### config.mk
export PLATFORM = sky130hd
export DESIGN_NAME = lms_wb_sequencer
export DESIGN_NICKNAME = d
export VERILOG_FILES = /design/src/rtl/lms_wb_sequencer.sv
export SDC_FILE = /design/constraint.sdc
export NUM_CORES = 1
export LEC_CHECK = 0
export BUFFER_PORTS_ARGS = -buffer_cell sky130_fd_sc_hd__buf_2
export CORE_MARGIN = 3
export CORE_UTILIZATION = 45
export DETAILED_ROUTE_END_ITERATION = 6
export PLACE_DENSITY = 0.74
export SLEW_MARGIN = 0
export SYNTH_ARGS = -nofsm -noshare
export SYNTH_HDL_FRONTEND = slang
export SYNTH_SLANG_ARGS = --single-unit
### constraint.sdc
create_clock -name clk -period 6.6 [get_ports clk]
set_input_delay 0.33 -clock clk [delete_from_list [all_inputs] [get_ports clk]]
set_output_delay 0.33 -clock clk [all_outputs]
set_load 0.1 [all_outputs]
### src/rtl/lms_wb_sequencer.sv
// Wishbone master that streams samples through a wb_lms peripheral: writes x/d, reads y/err,
// and switches MODE from training to filtering after train_len samples.
module lms_wb_sequencer #(
   parameter logic [31:0] BASE_ADDR   = 32'h0000_0000,
   parameter int          DW          = 16,
   parameter int          ACK_TIMEOUT = 64
) (
   input  logic          clk,
   input  logic          rst,
   input  logic          start,
   input  logic          abort,
   input  logic [15:0]   train_len,
   input  logic [15:0]   run_len,
   input  logic          s_valid,
   output logic          s_ready,
   input  logic [DW-1:0] s_x,
   input  logic [DW-1:0] s_d,
   output logic          m_valid,
   input  logic          m_ready,
   output logic [DW-1:0] m_y,
   output logic [DW-1:0] m_err,
   output logic [15:0]   m_idx,
   output logic          m_train,
   output logic          wbm_cyc_o,
   output logic          wbm_stb_o,
   output logic          wbm_we_o,
   output logic [31:0]   wbm_adr_o,
   output logic [DW-1:0] wbm_dat_o,
   input  logic [DW-1:0] wbm_dat_i,
   input  logic          wbm_ack_i,
   output logic          busy,
   output logic          done,
   output logic          timeout
);
   localparam int TW = $clog2(ACK_TIMEOUT + 1);
   localparam logic [TW-1:0] TMO_LAST = TW'(ACK_TIMEOUT - 1);

   typedef enum logic [3:0] {
      IDLE, SET_MODE, GET, WR_X, WR_D, RD_Y, RD_E, EMIT, FINISH
   } state_t;

   state_t         state_reg, state_next;
   logic           cyc_reg, cyc_next;
   logic           we_reg, we_next;
   logic [31:0]    adr_reg, adr_next;
   logic [DW-1:0]  dat_reg, dat_next;
   logic           gap_reg, gap_next;
   logic [TW-1:0]  tmo_reg, tmo_next;
   logic           mode_reg, mode_next;
   logic [15:0]    idx_reg, idx_next;
   logic [15:0]    train_len_reg, train_len_next;
   logic [15:0]    run_len_reg, run_len_next;
   logic [DW-1:0]  x_reg, x_next, d_reg, d_next;
   logic [DW-1:0]  y_reg, y_next, err_reg, err_next;
   logic           busy_reg, busy_next;
   logic           done_reg, done_next;
   logic           timeout_reg, timeout_next;
   logic [15:0]    idx_inc;
   logic           acked;

   always_comb begin
      state_next     = state_reg;
      cyc_next       = cyc_reg;
      we_next        = we_reg;
      adr_next       = adr_reg;
      dat_next       = dat_reg;
      gap_next       = gap_reg;
      tmo_next       = tmo_reg;
      mode_next      = mode_reg;
      idx_next       = idx_reg;
      train_len_next = train_len_reg;
      run_len_next   = run_len_reg;
      x_next         = x_reg;
      d_next         = d_reg;
      y_next         = y_reg;
      err_next       = err_reg;
      busy_next      = busy_reg;
      done_next      = 1'b0;
      timeout_next   = timeout_reg;
      idx_inc        = idx_reg + 16'd1;
      acked          = cyc_reg & wbm_ack_i;

      case (state_reg)
         IDLE: begin
            if (start) begin
               train_len_next = train_len;
               run_len_next   = run_len;
               idx_next       = 16'd0;
               busy_next      = 1'b1;
               timeout_next   = 1'b0;
               mode_next      = (train_len != 16'd0);
               state_next     = SET_MODE;
            end
         end
         GET: begin
            if (abort) begin
               state_next = FINISH;
            end else if (s_valid) begin
               x_next     = s_x;
               d_next     = s_d;
               state_next = WR_X;
            end
         end
         EMIT: begin
            if (m_ready) begin
               idx_next = idx_inc;
               if (abort || (run_len_reg != 16'd0 && idx_inc == run_len_reg)) begin
                  state_next = FINISH;
               end else if (mode_reg && idx_inc == train_len_reg) begin
                  mode_next  = 1'b0;
                  state_next = SET_MODE;
               end else begin
                  state_next = GET;
               end
            end
         end
         FINISH: state_next = IDLE;
         SET_MODE, WR_X, WR_D, RD_Y, RD_E: begin
            // Each bus state is an active phase (stb high) followed by one idle gap cycle.
            if (!gap_reg) begin
               if (acked) begin
                  cyc_next = 1'b0;
                  gap_next = 1'b1;
                  if (state_reg == RD_Y) y_next = wbm_dat_i;
                  if (state_reg == RD_E) err_next = wbm_dat_i;
               end else if (tmo_reg == TMO_LAST) begin
                  cyc_next     = 1'b0;
                  timeout_next = 1'b1;
                  done_next    = 1'b1;
                  busy_next    = 1'b0;
                  state_next   = IDLE;
               end else begin
                  tmo_next = tmo_reg + TW'(1);
               end
            end else begin
               case (state_reg)
                  SET_MODE: state_next = GET;
                  WR_X:     state_next = WR_D;
                  WR_D:     state_next = RD_Y;
                  RD_Y:     state_next = RD_E;
                  default:  state_next = EMIT;
               endcase
            end
         end
         default: state_next = IDLE;
      endcase

      if (state_next == FINISH && state_reg != FINISH) begin
         done_next = 1'b1;
         busy_next = 1'b0;
      end

      // Bus strobes and payload are launched on entry so they are registered and stable.
      if (state_next != state_reg) begin
         gap_next = 1'b0;
         tmo_next = '0;
         case (state_next)
            SET_MODE: begin
               cyc_next = 1'b1;
               we_next  = 1'b1;
               adr_next = BASE_ADDR + 32'h08;
               dat_next = {{(DW-1){1'b0}}, mode_next};
            end
            WR_X: begin
               cyc_next = 1'b1;
               we_next  = 1'b1;
               adr_next = BASE_ADDR;
               dat_next = x_next;
            end
            WR_D: begin
               cyc_next = 1'b1;
               we_next  = 1'b1;
               adr_next = BASE_ADDR + 32'h04;
               dat_next = mode_reg ? d_reg : '0;
            end
            RD_Y: begin
               cyc_next = 1'b1;
               we_next  = 1'b0;
               adr_next = BASE_ADDR + 32'h0C;
               dat_next = '0;
            end
            RD_E: begin
               cyc_next = 1'b1;
               we_next  = 1'b0;
               adr_next = BASE_ADDR + 32'h10;
               dat_next = '0;
            end
            default: ;
         endcase
      end
   end

   always_ff @(posedge clk or posedge rst) begin
      if (rst) begin
         state_reg     <= IDLE;
         cyc_reg       <= 1'b0;
         we_reg        <= 1'b0;
         adr_reg       <= '0;
         dat_reg       <= '0;
         gap_reg       <= 1'b0;
         tmo_reg       <= '0;
         mode_reg      <= 1'b0;
         idx_reg       <= '0;
         train_len_reg <= '0;
         run_len_reg   <= '0;
         x_reg         <= '0;
         d_reg         <= '0;
         y_reg         <= '0;
         err_reg       <= '0;
         busy_reg      <= 1'b0;
         done_reg      <= 1'b0;
         timeout_reg   <= 1'b0;
      end else begin
         state_reg     <= state_next;
         cyc_reg       <= cyc_next;
         we_reg        <= we_next;
         adr_reg       <= adr_next;
         dat_reg       <= dat_next;
         gap_reg       <= gap_next;
         tmo_reg       <= tmo_next;
         mode_reg      <= mode_next;
         idx_reg       <= idx_next;
         train_len_reg <= train_len_next;
         run_len_reg   <= run_len_next;
         x_reg         <= x_next;
         d_reg         <= d_next;
         y_reg         <= y_next;
         err_reg       <= err_next;
         busy_reg      <= busy_next;
         done_reg      <= done_next;
         timeout_reg   <= timeout_next;
      end
   end

   assign s_ready   = (state_reg == GET) & ~abort;
   assign m_valid   = (state_reg == EMIT);
   assign m_y       = y_reg;
   assign m_err     = err_reg;
   assign m_idx     = idx_reg;
   assign m_train   = mode_reg;
   assign wbm_cyc_o = cyc_reg;
   assign wbm_stb_o = cyc_reg;
   assign wbm_we_o  = we_reg;
   assign wbm_adr_o = adr_reg;
   assign wbm_dat_o = dat_reg;
   assign busy      = busy_reg;
   assign done      = done_reg;
   assign timeout   = timeout_reg;
endmodule

==> out/summary.txt <==
number of global-route vias before repair - 5,819
RR Startpoint - m_idx[0]
Yosys top cell area share - 48.9%
worst skew pair latency - 0.43 ns
residual DRC count - 0
Worst VDD drop - 387 uV
Max clock buf depth - 2
Tmin final - 4.37 ns
R2R setup slack - 2.23 ns
Post-synth EDFFs - 0
final core utilization - 55.4%
critical path arrival - 4.68 ns
Antenna Nets Post-Route - 0
status - finished clean
asr flop ratio synth - 100%
GPL Wtd Cong - 0.929
WL final - 18.8 mm
total die area - 18,500 um2
share of post-route cells with drive strength above 1 - 32.4%
NumNets Final - 955
Hold Crit Class - in2reg
Pre-Repair DR Iteration Count - 5
crit path launch type - flip-flop
pwr dens - 436 nW/um2
first-pass GRT wire length - 30.0 mm
Fin Setup TNS - 0 ns
Setup crit start - m_idx[0]
Std-Cell Rows - 46
remaining global-route overflow - 0
Worst EP required - 6.91 ns
wire per inst - 17.2 um
Critical Setup Path Class - reg2reg
I/O Buffers - 162
slew margin rel. - 33.8%
area grow syn2layout - 18.0%
maximum fanout along the worst path - 30
Post-Synthesis Cells - 724
max-slew violation count - 0
sequential-to-total area share from yosys stat - 48.9%
Synth top cells by count - 149 x dfrtp_1, 128 x nand2_1, 64 x mux2_2, 33 x nor2_1, 31 x buf_4
Synth Cell Area - 7620 um2
initial antenna violation count - 0
Setup Viol. Count Final - 0
PostCTS Resize Cnt - 0
fin crit share - 66.2%
max cap viols - 0
Synth Flop Type - dfrtp_1
Num CTS Buffers - 17
Synth area leader - dfrtp_1
RSZ-0062 raised after global routing - false
setup repair bufs after CTS - 0
die height - 136 um
Global Route Usage Sum - 20.6%
Netlist cell types - 70
htree depth - 4
ranking of synthesized cells by area - dfrtp_1 49%, mux2_2 9.5%, nand2_1 6.3%, xnor2_1 3.1%, buf_4 3.1%
Synth Register Bits - 149
largest net degree at the start of global routing - 81
Starting Density - 47.0%
clock sink total - 149
count leader, synth - dfrtp_1
f_max - 229 MHz
Final Hold Fails - 0
# diodes - 0
core area - 16,200 um2
Static Leak - 0.00444 uW
yosys warns - 0
CTS tree - yes
Die X - 136 um
Reg clk slew, reported paths - 0.06 ns
Critical Path Sink Type - flip-flop
syn_area_per_cell - 10.5 um2
Slew @ Worst Pin - 0.990 ns
Clock Skew - 0.0111 ns
num ports - 192
vias per std cell - 5.47
HP Start - run_len[15]
Root Buffer - clkbuf_16
Starting DRT DRC Count - 419
Via Count - 5,988
post-DP HPWL - 13.3 mm
-- per-layer routing --
| layer | global-route usage, % | vias up | part of all wire (%) |
|---|---|---|---|
| met5 | 0 | - | 0 |
| met4 | 6.55 | 0 | 1.9 |
| met3 | 6.51 | 32 | 7.8 |
| met2 | 32.2 | 247 | 47 |
| met1 | 27.5 | 2917 | 44 |
| li1 | - | 2792 | - |
-- critical path, stage by stage, from the launching register on --
cell and delay, ns:
dfrtp_1 0.57, ha_1 0.31, nand3_1 0.30, nor3_1 0.51
xnor2_1 0.19, nand3_1 0.10, nor4_1 0.38, and2_1 0.22
a41oi_2 0.34, mux2_4 0.53, o211ai_2 0.43, a32o_1 0.36
-- timing repair --
item	in CTS	in global routing
hold buffers	1	0
hold endpoints to repair	4	0
setup endpoints to repair	0	0
-- stage by stage --
| stage | total power [uW] | worst slack [ns] | instances | hold slack, ns | area, um2 |
|---|---|---|---|---|---|
| 2_1_floorplan | 2730 | 0.636 | 752 | 0.435 | 7730 |
| 3_3_place_gp | 2960 | 2.42 | 1062 | 0.470 | 8410 |
| 3_5_place_dp | 2990 | 2.24 | 1062 | 0.473 | 8410 |
| 4_1_cts | 3940 | 2.21 | 1095 | 0.0821 | 8990 |
| 5_1_grt | 4120 | 1.81 | 1095 | 0.0818 | 8990 |
| 6_report | 3920 | 2.23 | 1095 | 0.0980 | 8990 |
-- power by group --
part	total [uW]	leakage (uW)	internal, uW	switching (uW)
Combinational	1590	0.00220	461	1130
Sequential	1390	0.00196	1180	207
Clock	940	0.000278	509	431
Total	3920	0.00444	2150	1770
-- path summary, 6_finish.rpt --
check	depth (start not counted)	end
setup / recovery	11	wbm_dat_o[2]
hold / removal	3	run_len_reg[15]
setup reg to reg	11	wbm_dat_o[2]
hold reg to reg	1	wbm_dat_o[11]
max in group asynchronous	4	m_idx[13]
min in group asynchronous	3	m_err[5]
-- cells by family after synthesis --
logic type                 count (synthesis)  synth area share (%)
and+or+nand+nor                          256                  16.5
DFF                                      149                  48.9
AOI/OAI and AO/OA                        118                  11.6
buffers and inverters                     86                  6.62
muxes                                     66                  9.78
xor gates and xnor gates                  46                  6.19
adders and majority gates                  2                 0.328
other                                      1                0.0492
-- final cells by class --
class	count	area [um2]
Clock inverter	14	134
Tap cell	216	270
Clock buffer	18	439
Timing Repair Buffer	170	873
Inverter	11	46.3
Fill cell	1454	7240
Multi-Input combinational cell	517	3500
Sequential cell	149	3730
-- cell usage in the layout, fill, tap and decap left out, drive strengths merged, types with 6 or more instances in the layout --
cell	count
nand2	128
a22o	19
nor3	9
buf	169
xnor2	27
and2	6
nand4	13
a21oi	17
and3	7
o21ai	29
nand2b	6
dfrtp	149
xor2	14
conb	29
inv	19
nor4	15
nor2	33
mux2	65
clkbuf	18
nand3	18
a32o	17
Note: power is estimated with default switching activity, not from simulation.
